$ cat config.mk
export PLATFORM = sky130hd
export DESIGN_NAME = sdr_wb_bist_master
export DESIGN_NICKNAME = d
export VERILOG_FILES = /design/src/rtl/sdr_bist_pkg.sv /design/src/rtl/sdr_wb_bist_master_checker.sv /design/src/rtl/sdr_wb_bist_master.sv
export SDC_FILE = /design/constraint.sdc
export NUM_CORES = 1
export LEC_CHECK = 0
export BUFFER_PORTS_ARGS = -buffer_cell sky130_fd_sc_hd__buf_2
export CORE_MARGIN = 4
export CORE_UTILIZATION = 53
export DETAILED_ROUTE_END_ITERATION = 16
export GPL_ROUTABILITY_DRIVEN = 1
export HOLD_SLACK_MARGIN = 0.08
export PLACE_DENSITY = 0.81
export SYNTH_ARGS = -nofsm -noshare
export SYNTH_HDL_FRONTEND = slang
export SYNTH_SLANG_ARGS = --single-unit
$ cat constraint.sdc
create_clock -name wb_clk_i -period 2.6 [get_ports wb_clk_i]
set_input_delay 0.26 -clock wb_clk_i [delete_from_list [all_inputs] [get_ports wb_clk_i]]
set_output_delay 0.26 -clock wb_clk_i [all_outputs]
set_load 0.1 [all_outputs]
$ cat src/rtl/sdr_bist_pkg.sv
// -----------------------------------------------------------------------------
// sdr_bist_pkg
// Shared types and helpers for the SDRAM Wishbone BIST master.
//   bist_state_e  : sequencing FSM states
//   CTI_INCR/EOB  : Wishbone cycle-type identifiers used during a burst
//   bist_pattern  : address-derived test pattern ({addr,2'b00} ^ seed)
// -----------------------------------------------------------------------------
package sdr_bist_pkg;

    typedef enum logic [1:0] {
        IDLE  = 2'd0,
        BURST = 2'd1,
        DONE  = 2'd2
    } bist_state_e;

    localparam logic [2:0] CTI_INCR = 3'b010;
    localparam logic [2:0] CTI_EOB  = 3'b111;

    localparam int ERR_CNT_W = 16;

    // Functions in a package cannot be parameterised, so the pattern is
    // computed at a generous fixed width and callers truncate to DW.
    localparam int PAT_W = 128;

    // Byte address of the word, zero-extended, XOR the seed. Because the
    // expected value depends only on the address, read-back needs no storage.
    function automatic logic [PAT_W-1:0] bist_pattern(
        input logic [PAT_W-1:0] addr,
        input logic [PAT_W-1:0] seed
    );
        return (addr << 2) ^ seed;
    endfunction

endpackage

$ cat src/rtl/sdr_wb_bist_master_checker.sv
// -----------------------------------------------------------------------------
// sdr_bist_checker
// Read-data checker and error bookkeeping for the BIST master.
//   clk_i, rst_i        : clock, synchronous active-high reset
//   chk_i               : a read beat is being acknowledged this cycle
//   addr_i              : word address of that beat
//   rdata_i / exp_i     : received data / expected pattern
//   timeout_i           : the current burst is being aborted on timeout
//   err_clr_i           : clears all error state (wins over new events)
//   err_cnt_o           : mismatches plus timeouts, saturating
//   first_err_*_o       : sticky capture of the first mismatch
//   timeout_err_o       : sticky timeout flag
// -----------------------------------------------------------------------------
module sdr_bist_checker
    import sdr_bist_pkg::*;
#(
    parameter int DW = 32,
    parameter int AW = 30
) (
    input  logic                 clk_i,
    input  logic                 rst_i,
    input  logic                 chk_i,
    input  logic [AW-1:0]        addr_i,
    input  logic [DW-1:0]        rdata_i,
    input  logic [DW-1:0]        exp_i,
    input  logic                 timeout_i,
    input  logic                 err_clr_i,
    output logic [ERR_CNT_W-1:0] err_cnt_o,
    output logic                 first_err_valid_o,
    output logic [AW-1:0]        first_err_addr_o,
    output logic [DW-1:0]        first_err_data_o,
    output logic                 timeout_err_o
);

    logic [ERR_CNT_W-1:0] cnt_q, cnt_d;
    logic                 fev_q, fev_d;
    logic [AW-1:0]        fea_q, fea_d;
    logic [DW-1:0]        fed_q, fed_d;
    logic                 to_q, to_d;
    logic                 mismatch;

    assign mismatch = chk_i && (rdata_i != exp_i);

    always_comb begin
        cnt_d = cnt_q;
        fev_d = fev_q;
        fea_d = fea_q;
        fed_d = fed_q;
        to_d  = to_q;
        if (err_clr_i) begin
            cnt_d = '0;
            fev_d = 1'b0;
            fea_d = '0;
            fed_d = '0;
            to_d  = 1'b0;
        end else begin
            // A mismatch and a timeout cannot coincide: timeout implies no ack.
            if ((mismatch || timeout_i) && (cnt_q != '1)) begin
                cnt_d = cnt_q + ERR_CNT_W'(1);
            end
            if (mismatch && !fev_q) begin
                fev_d = 1'b1;
                fea_d = addr_i;
                fed_d = rdata_i;
            end
            if (timeout_i) begin
                to_d = 1'b1;
            end
        end
    end

    always_ff @(posedge clk_i) begin
        if (rst_i) begin
            cnt_q <= '0;
            fev_q <= 1'b0;
            fea_q <= '0;
            fed_q <= '0;
            to_q  <= 1'b0;
        end else begin
            cnt_q <= cnt_d;
            fev_q <= fev_d;
            fea_q <= fea_d;
            fed_q <= fed_d;
            to_q  <= to_d;
        end
    end

    assign err_cnt_o         = cnt_q;
    assign first_err_valid_o = fev_q;
    assign first_err_addr_o  = fea_q;
    assign first_err_data_o  = fed_q;
    assign timeout_err_o     = to_q;

endmodule

$ cat src/rtl/sdr_wb_bist_master.sv
// -----------------------------------------------------------------------------
// sdr_wb_bist_master
// Wishbone burst master that writes and checks an address-derived pattern
// against the SDRAM controller's Wishbone slave port.
//   wb_clk_i, wb_rst_i      : clock, synchronous active-high reset
//   cmd_*                   : burst command (accepted in IDLE only)
//   cfg_seed                : pattern seed, sampled with the command
//   err_clr                 : clears error status
//   wb_*                    : Wishbone master interface (classic + CTI)
//   busy, done              : burst in flight / one-cycle completion pulse
//   err_cnt, first_err_*,
//   timeout_err             : error status from the checker
// -----------------------------------------------------------------------------
module sdr_wb_bist_master
    import sdr_bist_pkg::*;
#(
    parameter int DW   = 32,
    parameter int AW   = 30,
    parameter int LW   = 8,
    parameter int TO_W = 10
) (
    input  logic            wb_clk_i,
    input  logic            wb_rst_i,
    input  logic            cmd_valid,
    output logic            cmd_ready,
    input  logic            cmd_write,
    input  logic [AW-1:0]   cmd_addr,
    input  logic [LW-1:0]   cmd_len,
    input  logic [DW-1:0]   cfg_seed,
    input  logic            err_clr,
    output logic            wb_cyc_o,
    output logic            wb_stb_o,
    output logic            wb_we_o,
    output logic [AW-1:0]   wb_addr_o,
    output logic [DW-1:0]   wb_dat_o,
    output logic [DW/8-1:0] wb_sel_o,
    output logic [2:0]      wb_cti_o,
    input  logic            wb_ack_i,
    input  logic [DW-1:0]   wb_dat_i,
    output logic            busy,
    output logic            done,
    output logic [15:0]     err_cnt,
    output logic            first_err_valid,
    output logic [AW-1:0]   first_err_addr,
    output logic [DW-1:0]   first_err_data,
    output logic            timeout_err
);

    // Value of the timeout counter during the last ack-less cycle allowed:
    // if no ack arrives now, the counter would reach all-ones -> abort.
    localparam logic [TO_W-1:0] TO_LAST = {{(TO_W-1){1'b1}}, 1'b0};

    bist_state_e     state_q, state_d;
    logic [AW-1:0]   addr_q, addr_d;
    logic [LW:0]     rem_q, rem_d;      // one extra bit so len 0 can hold 2^LW
    logic            we_q, we_d;
    logic [DW-1:0]   seed_q, seed_d;
    logic [TO_W-1:0] to_q, to_d;

    logic            in_burst;
    logic            last_beat;
    logic            timeout_hit;
    logic [DW-1:0]   pattern;

    assign in_burst    = (state_q == BURST);
    assign last_beat   = (rem_q == (LW+1)'(1));
    assign timeout_hit = in_burst && !wb_ack_i && (to_q == TO_LAST);
    assign pattern     = DW'(bist_pattern(PAT_W'(addr_q), PAT_W'(seed_q)));

    // NOTE: synchronous reset lives inside the clocked block; every register
    // here is a plain flop, so resetting all of them costs nothing.
    always_ff @(posedge wb_clk_i) begin
        if (wb_rst_i) begin
            state_q <= IDLE;
            addr_q  <= '0;
            rem_q   <= '0;
            we_q    <= 1'b0;
            seed_q  <= '0;
            to_q    <= '0;
        end else begin
            // NOTE: non-blocking assignment so every flop samples pre-edge values.
            state_q <= state_d;
            addr_q  <= addr_d;
            rem_q   <= rem_d;
            we_q    <= we_d;
            seed_q  <= seed_d;
            to_q    <= to_d;
        end
    end

    // Next-state and datapath update.
    always_comb begin
        // NOTE: defaults first, so no path through the case leaves a latch.
        state_d = state_q;
        addr_d  = addr_q;
        rem_d   = rem_q;
        we_d    = we_q;
        seed_d  = seed_q;
        to_d    = to_q;
        unique case (state_q)
            IDLE: begin
                if (cmd_valid) begin
                    state_d = BURST;
                    addr_d  = cmd_addr;
                    rem_d   = (cmd_len == '0) ? {1'b1, {LW{1'b0}}} : {1'b0, cmd_len};
                    we_d    = cmd_write;
                    seed_d  = cfg_seed;
                    to_d    = '0;
                end
            end
            BURST: begin
                if (wb_ack_i) begin
                    to_d = '0;
                    if (last_beat) begin
                        state_d = DONE;
                    end else begin
                        addr_d = addr_q + AW'(1);
                        rem_d  = rem_q - (LW+1)'(1);
                    end
                end else if (timeout_hit) begin
                    state_d = DONE;
                end else begin
                    to_d = to_q + TO_W'(1);
                end
            end
            DONE:    state_d = IDLE;
            default: state_d = IDLE;
        endcase
    end

    // Outputs are decoded purely from registered state, so they are glitch-free
    // with respect to wb_ack_i and read back as zero outside a burst.
    always_comb begin
        cmd_ready = 1'b0;
        busy      = 1'b0;
        done      = 1'b0;
        wb_cyc_o  = 1'b0;
        wb_stb_o  = 1'b0;
        wb_we_o   = 1'b0;
        wb_addr_o = '0;
        wb_dat_o  = '0;
        wb_sel_o  = '0;
        wb_cti_o  = 3'b000;
        unique case (state_q)
            IDLE: cmd_ready = 1'b1;
            BURST: begin
                busy      = 1'b1;
                wb_cyc_o  = 1'b1;
                wb_stb_o  = 1'b1;
                wb_we_o   = we_q;
                wb_addr_o = addr_q;
                wb_dat_o  = pattern;
                wb_sel_o  = '1;
                wb_cti_o  = last_beat ? CTI_EOB : CTI_INCR;
            end
            DONE: begin
                busy = 1'b1;
                done = 1'b1;
            end
            default: ;
        endcase
    end

    sdr_bist_checker #(
        .DW(DW),
        .AW(AW)
    ) u_checker (
        .clk_i             (wb_clk_i),
        .rst_i             (wb_rst_i),
        .chk_i             (in_burst && wb_ack_i && !we_q),
        .addr_i            (addr_q),
        .rdata_i           (wb_dat_i),
        .exp_i             (pattern),
        .timeout_i         (timeout_hit),
        .err_clr_i         (err_clr),
        .err_cnt_o         (err_cnt),
        .first_err_valid_o (first_err_valid),
        .first_err_addr_o  (first_err_addr),
        .first_err_data_o  (first_err_data),
        .timeout_err_o     (timeout_err)
    );

endmodule

==> key figures, run 1 <==
Synthesis
  – Post-synth EDFFs: 0
  – Syn Area/Cell: 8.50 sq um
  – Yosys warning count: 0
  – Flops & latches, synth: around 160
  – Synthesized cell area: 0.00906 sq mm
  – Sequential area share after synthesis: 36.2%
  – Mapped Cells: approximately 1100
  – Main flop type after synthesis: dfxtp_1
  – Synth Net Count: 1184
  – Netlist cell types: 64
  – Ys async rst share: 0%

Global routing
  – Overall global routing resource usage: 31.0%
  – Largest net degree at the start of global routing: 73
  – First-pass GRT wire length: ~48 mm
  – Number of global-route vias before repair: 8561
  – GRT overflow: 0
  – Initial antenna violation count: 3

Floorplan
  – Row count: 47
  – Die Wd: ~140 um
  – I/O pins: 263
  – Starting Density: 54.3%
  – Core area: 0.0167 sq mm
  – Die area: 0.0193 sq mm
  – Die Y: 139 um

Min path
  – Min-Delay Startpoint: cfg_seed[5]
  – Hold Crit Class: input port to flip-flop
  – Cells on Worst Hold Path: 3

Pwr
  – Overall Power: 8.34 mW
  – Pint: 5.25 mW
  – Power density cells: 693 mW/mm^2
  – Clock share of power: 32.2%
  – Seq pwr share: 34.5%
  – Comb pwr share: 33.3%
  – Switching Fraction: 37.0%
  – Psw: approximately 3 mW
  – Leakage: 4.99 nW
  – VDD IR max: 499 uV

Detailed routing
  – First-pass iteration count of the detailed router: 7
  – WL final: 30.9 mm
  – Via/cell ratio: around 6
  – Routed via count: approximately 9100
  – Drt wl/cell: 19.9 um
  – Final antenna-violating net count: 0
  – Number of remaining DRC errors: 0
  – DRT iter0 DRCs: just over 900

Placement
  – Inst Count DP: 1501
  – Buffers on Ports: 262
  – DP HPWL: 22.5 mm
  – Pre-CTS setup slack: 0.0148 ns
  – Final RePlAce weighted congestion: 0.901

Run status
  – Status: completed

Worst setup path
  – R2r worst-path depth: 7
  – Max FO, Critical Path: between 70 and 80
  – Crit path launch type: flip-flop
  – CP cell instances: inv_1, ha_4, buf_6, and2_2, buf_2
  – CP arrival: 2.21 ns
  – Slowest CP cell: buf_2
  – Setup crit start: state_q[1]
  – Critical path endpoint category: primary output
  – Worst path max stage delay: 0.43 ns
  – Reg2reg start: addr_q[9]
  – Req. time, crit path: roughly 2.3 ns
  – Critical path class: flip-flop to primary output

Cells and area
  – Most frequent cells in the layout: 229 x buf_2, 159 x dfxtp_1, 133 x nand2_1, 112 x nor2_1, 77 x mux2i_1
  – Share of cells above drive strength 1: 31.6%
  – Nets: 1433
  – Most common cell after layout, fill and taps aside: buf_2
  – Cell Count, Final, Fillers Out: 1550
  – Post-synthesis to final-layout area growth: 32.7%

Timing
  – Slew @ Worst Pin: 0.706 ns
  – Period utilisation layout: 94.9%
  – Final Setup Violations: 0
  – Hold Vio Cnt, Final: 0
  – Worst hold slack: 0.0854 ns
  – Setup Skew: 0.00826 ns
  – Setup ws final: 0.133 ns
  – Tmin final: roughly 2.5 ns
  – Slew HR: a little over half
  – Fmax: 0.405 GHz
  – Fin. max-slew vios: 0

Clock network
  – Clock Tree Buf Depth: 2
  – Clock Tree Root: clkbuf_16
  – Postcts setup bufs: 0
  – CTS buffer count: 17
  – Worst-path clk slew: 0.06 ns
  – TritonCTS clock tree: yes
  – H-tree level count: 4
  – TritonCTS Sinks: ~160
  – Clk_lat worst skew: 0.43 ns

Flow run
  – # Max-Cap Violations: 0
[timing repair]
| action | 4_1_cts | 5_1_grt |
|---|---|---|
| hold buffers | 15 | 0 |
| setup endpoints to repair | 4 | 4 |
| gates resized for setup | 2 | 4 |
| endpoints found under the hold margin | 15 | 0 |
| pin swaps | 0 | 0 |
[worst paths after layout]
check	slack, ns	endpoint
setup / recovery	0.13	wb_addr_o[9]
hold / removal	0.09	seed_q[5]
setup reg to reg	0.17	addr_q[29]
hold reg to reg	0.47	rem_q[1]
[power by group through the flow]
stage,registers (mW),clock network [mW],logic (mW)
2_1_floorplan,2.92,0,2.00
3_3_place_gp,2.91,0,2.68
3_5_place_dp,2.92,0,2.72
4_1_cts,2.87,2.69,2.75
5_1_grt,2.90,2.81,2.92
6_report,2.88,2.68,2.78
[registers in the layout, indices dropped and copies added (netlist names), 2 cells and up]
signal,count
seed_q,32
u_checker.first_err_data_o,32
addr_q,30
u_checker.first_err_addr_o,30
u_checker.err_cnt_o,16
to_q,10
rem_q,9
state_q,2
[cells by family after synthesis]
group | synth area share (%)
simple gates | 22.7
compound gates | 13.9
flops | 36.2
buf+inv | 6.67
mux | 8.50
xor+xnor | 10.6
fa+ha+maj | 1.38
[worst max-delay path, delay by kind of cell, from the launching register on]
family | cells | cell delay (ns)
buffers and inverters | 3 | 0.97
DFF | 1 | 0.31
and+or+nand+nor | 1 | 0.25
adders and majority gates | 1 | 0.20
[area by class of cell]
type	instances	area (sq um)
Multi-Input combinational cell	789	5430
Fill cell	1203	4670
Sequential cell	164	3290
Timing Repair Buffer	326	2340
Clock buffer	23	468
Tap cell	220	275
Clock inverter	9	151
Inverter	17	66.3
Antenna cell	2	5.00
[per-stage QoR]
step | area [sq um] | util [%] | setup TNS (ns)
floorplan | 9300 | - | -2.10
global placement | 11200 | 67.2 | 0
detailed placement | 11200 | 67.2 | 0
CTS | 12000 | 71.9 | 0
global route | 12000 | 72.0 | -0.0224
finish | 12000 | 72.0 | 0
[metal layers]
metal	vias to the layer above	wire length (um)	GRT usage, %
met4	2	1170	12.8
met3	79	2840	6.59
met1	4297	12600	41.2
met5	-	7	0
met2	524	14300	49.3
li1	4189	-	-
[synthesized netlist by cell type (all sizes together) (2+ instances only)]
cell / instances / area, sq um
a211oi: 17 / 128
a21o: 4 / 30.0
a21oi: 74 / 370
a22oi: 8 / 60.1
a31o: 2 / 17.5
a31oi: 10 / 68.8
a41oi: 2 / 17.5
and2: 35 / 219
and3: 13 / 81.3
and4: 4 / 35.0
buf: 44 / 344
clkbuf: 52 / 196
dfxtp: 164 / 3280
ha: 10 / 125
inv: 17 / 63.8
mux2i: 77 / 771
nand2: 133 / 499
nand2b: 5 / 31.3
nand3: 31 / 155
nand4: 21 / 131
nor2: 143 / 537
nor2b: 6 / 37.5
nor3: 14 / 70.1
nor4: 13 / 118
o2111a: 2 / 22.5
o2111ai: 2 / 23.8
o211ai: 11 / 108
o21a: 4 / 30.0
o21ai: 31 / 155
o22ai: 6 / 37.5
o2bb2ai: 3 / 26.3
o31ai: 9 / 67.6
or2: 4 / 25.0
or3: 13 / 81.3
or4: 3 / 22.5
xnor2: 33 / 289
xnor3: 26 / 593
xor2: 9 / 78.8
(Power assumes the default switching activity.)
==> inputs of run 2 (changes only) <==
BUFFER_PORTS_ARGS = not set   (was -buffer_cell sky130_fd_sc_hd__buf_2)
CORE_UTILIZATION = 60   (was 53)
DONT_BUFFER_PORTS = 1   (was not set)
PLACE_DENSITY = 0.76   (was 0.81)
==> run 2 against run 1 <==
Effect of this change: hold slack better by 0.0061 ns; clock-buffer cell count down 6; clock power up 2%; global-route usage up 7.5 points; setup slack worse by 0.044 ns; critical path type unchanged; sequential power about the same.
==> key figures, run 2 (synthesis gave the netlist of run 1 again) <==
Detailed routing
  – Number of remaining DRC errors: 0 (unchanged)
  – Met3 Wirelength: 4.13 mm (+45%)
  – Wl on met1: 12.8 mm (+1.7%)
  – Drt wl/cell: 23.9 um (+20%)
  – Wire length on met2: 15.2 mm (+6.6%)
  – First-pass iteration count of the detailed router: 7 (unchanged)
  – Routed via count: 9216 (+1.4%)
  – Final antenna-violating net count: 0 (unchanged)
  – DRT iter0 DRCs: 1086 (+20%)
  – WL final: 34.2 mm (+11%)
  – Highest routed layer: met4
  – Via/cell ratio: 6.44 (+9.8%)

Clock network
  – H-tree level count: 4 (unchanged)
  – CTS buffer count: 17 (unchanged)
  – Worst-path clk slew: 0.07 ns (about the same)
  – Postcts setup bufs: 0 (unchanged)
  – Clock Tree Root: clkbuf_16
  – TritonCTS clock tree: yes
  – TritonCTS Sinks: 164 (unchanged)
  – Clock Tree Buf Depth: 2 (unchanged)
  – Clk_lat worst skew: 0.43 ns (about the same)

Floorplan
  – Starting Density: 61.9% (+7.6 points)
  – Die Y: 131 um (-5.7%)
  – Row count: 44 (-6.4%)
  – Die Wd: 131 um (-5.7%)
  – Core area: 0.0146 sq mm (-12%)
  – I/O pins: 263 (unchanged)
  – Die area: 0.0171 sq mm (-11%)

Cells and area
  – Post-synthesis to final-layout area growth: 34.0%
  – Most frequent cells in the layout: 159 x dfxtp_1, 133 x nand2_1, 127 x buf_4, 112 x nor2_1, 77 x mux2i_1
  – Final Util: 82.9% (+11 points)
  – Nets: 1348 (-5.9%)
  – Share of cells above drive strength 1: 22.4% (-9.2 points)
  – Most common cell after layout, fill and taps aside: dfxtp_1

Timing
  – Final Setup Violations: 0 (unchanged)
  – Fmax: 0.398 GHz (-1.8%)
  – Worst hold slack: 0.0914 ns (+0.00607 ns)
  – Slew HR: 28.3% (-25 points)
  – Fin. max-slew vios: 0 (unchanged)
  – RSZ-0062 raised after global routing: no
  – Period utilisation layout: 96.6% (+1.7 points)
  – Tmin final: 2.51 ns (+0.0442 ns)
  – Slew @ Worst Pin: 1.07 ns (+0.365 ns)
  – Hold Vio Cnt, Final: 0 (unchanged)
  – Setup Skew: 0.00988 ns (+0.00162 ns)
  – Setup TNS: 0 ns (unchanged)

Global routing
  – Largest net degree at the start of global routing: 87 (+19%)
  – First-pass GRT wire length: 50.5 mm (+5.7%)
  – Overall global routing resource usage: 38.5% (+7.5 points)
  – Initial antenna violation count: 3 (unchanged)
  – GRT overflow: 0 (unchanged)
  – Number of global-route vias before repair: 8815 (+3.0%)

Worst setup path
  – Critical path class: flip-flop to primary output
  – Crit path launch type: flip-flop
  – CP arrival: 2.25 ns (+0.04 ns)
  – Req. time, crit path: 2.34 ns (about the same)
  – Max FO, Critical Path: 35 (-51%)
  – Critical path endpoint category: primary output

Placement
  – Final RePlAce weighted congestion: 0.914 (+1.4%)
  – Buffers on Ports: 0 (-100%)
  – DP HPWL: 21.5 mm (-4.4%)

Min path
  – Hold Crit Class: input port to flip-flop

Run status
  – Status: completed

Pwr
  – VDD IR max: 432 uV (-13%)
  – Power density cells: 696 mW/mm^2 (+0.44%)
  – Leakage: 4.63 nW (-7.2%)

Flow run
  – # Max-Cap Violations: 0 (unchanged)
run 2: changes by cell type in the layout (fill, tap and decap cells not counted), moves of 3 or more:
cell,delta
clkinvlp_4,+4
inv_6,+3
and2_2,-17
dlygate4sd3_1,+60
buf_2,-229
buf_4,+82
clkbuf_1,-4
and2_4,+17
run 2: timing repair:
action	CTS	global route
hold buffers	76	0
hold endpoints to repair	118	0
endpoints found under the setup margin	21	26
gates resized for setup	1	23
run 2: worst paths after layout:
path / start / end / slack [ns] / depth (start not counted)
min reg2reg: seed_q[16] / seed_q[16] / 0.48 / 2
max: state_q[1] / wb_addr_o[6] / 0.09 / 4
max reg2reg: seed_q[27] / u_checker.err_cnt_o[12] / 0.12 / 6
min: cmd_addr[3] / addr_q[3] / 0.09 / 3
run 2: per-layer routing:
layer / vias up / track usage (%)
met5: - / 0
met4: 0 / 19.5
met3: 165 / 10.8
met2: 745 / 60.1
met1: 4282 / 48.8
li1: 4024 / -
run 2: area by class of cell:
class                           instances  area [sq um]
Clock inverter                         15           203
Clock buffer                           17           425
Sequential cell                       164          3290
Timing Repair Buffer                  241          2470
Fill cell                             805          2500
Multi-Input combinational cell        789          5450
Antenna cell                            4          10.0
Tap cell                              184           230
Inverter                               17          66.3
run 2: stage by stage:
step	power (mW)	setup WS, ns	std cells	cell area (sq um)
final	8.46	0.0883	1431	12100
after global routing	8.68	0.00276	1428	12100
after CTS	8.32	-0.0391	1427	12100
after detailed placement	5.51	0.106	1319	10700
after global placement	5.47	0.220	1319	10700
after floorplan	4.91	-0.282	1066	9300
run 2: power breakdown:
part	switching, mW	total (mW)	internal (mW)	leakage (nW)
Clock	1.13	2.74	1.61	0.292
Combinational	1.87	2.83	0.958	3.01
Sequential	0.219	2.88	2.67	1.34
run 2: critical path, cell delays in order (launching register included):
cell	delay, ns
dfxtp_1	0.32
inv_1	0.15
ha_4	0.19
buf_6	0.54
and2_2	0.60
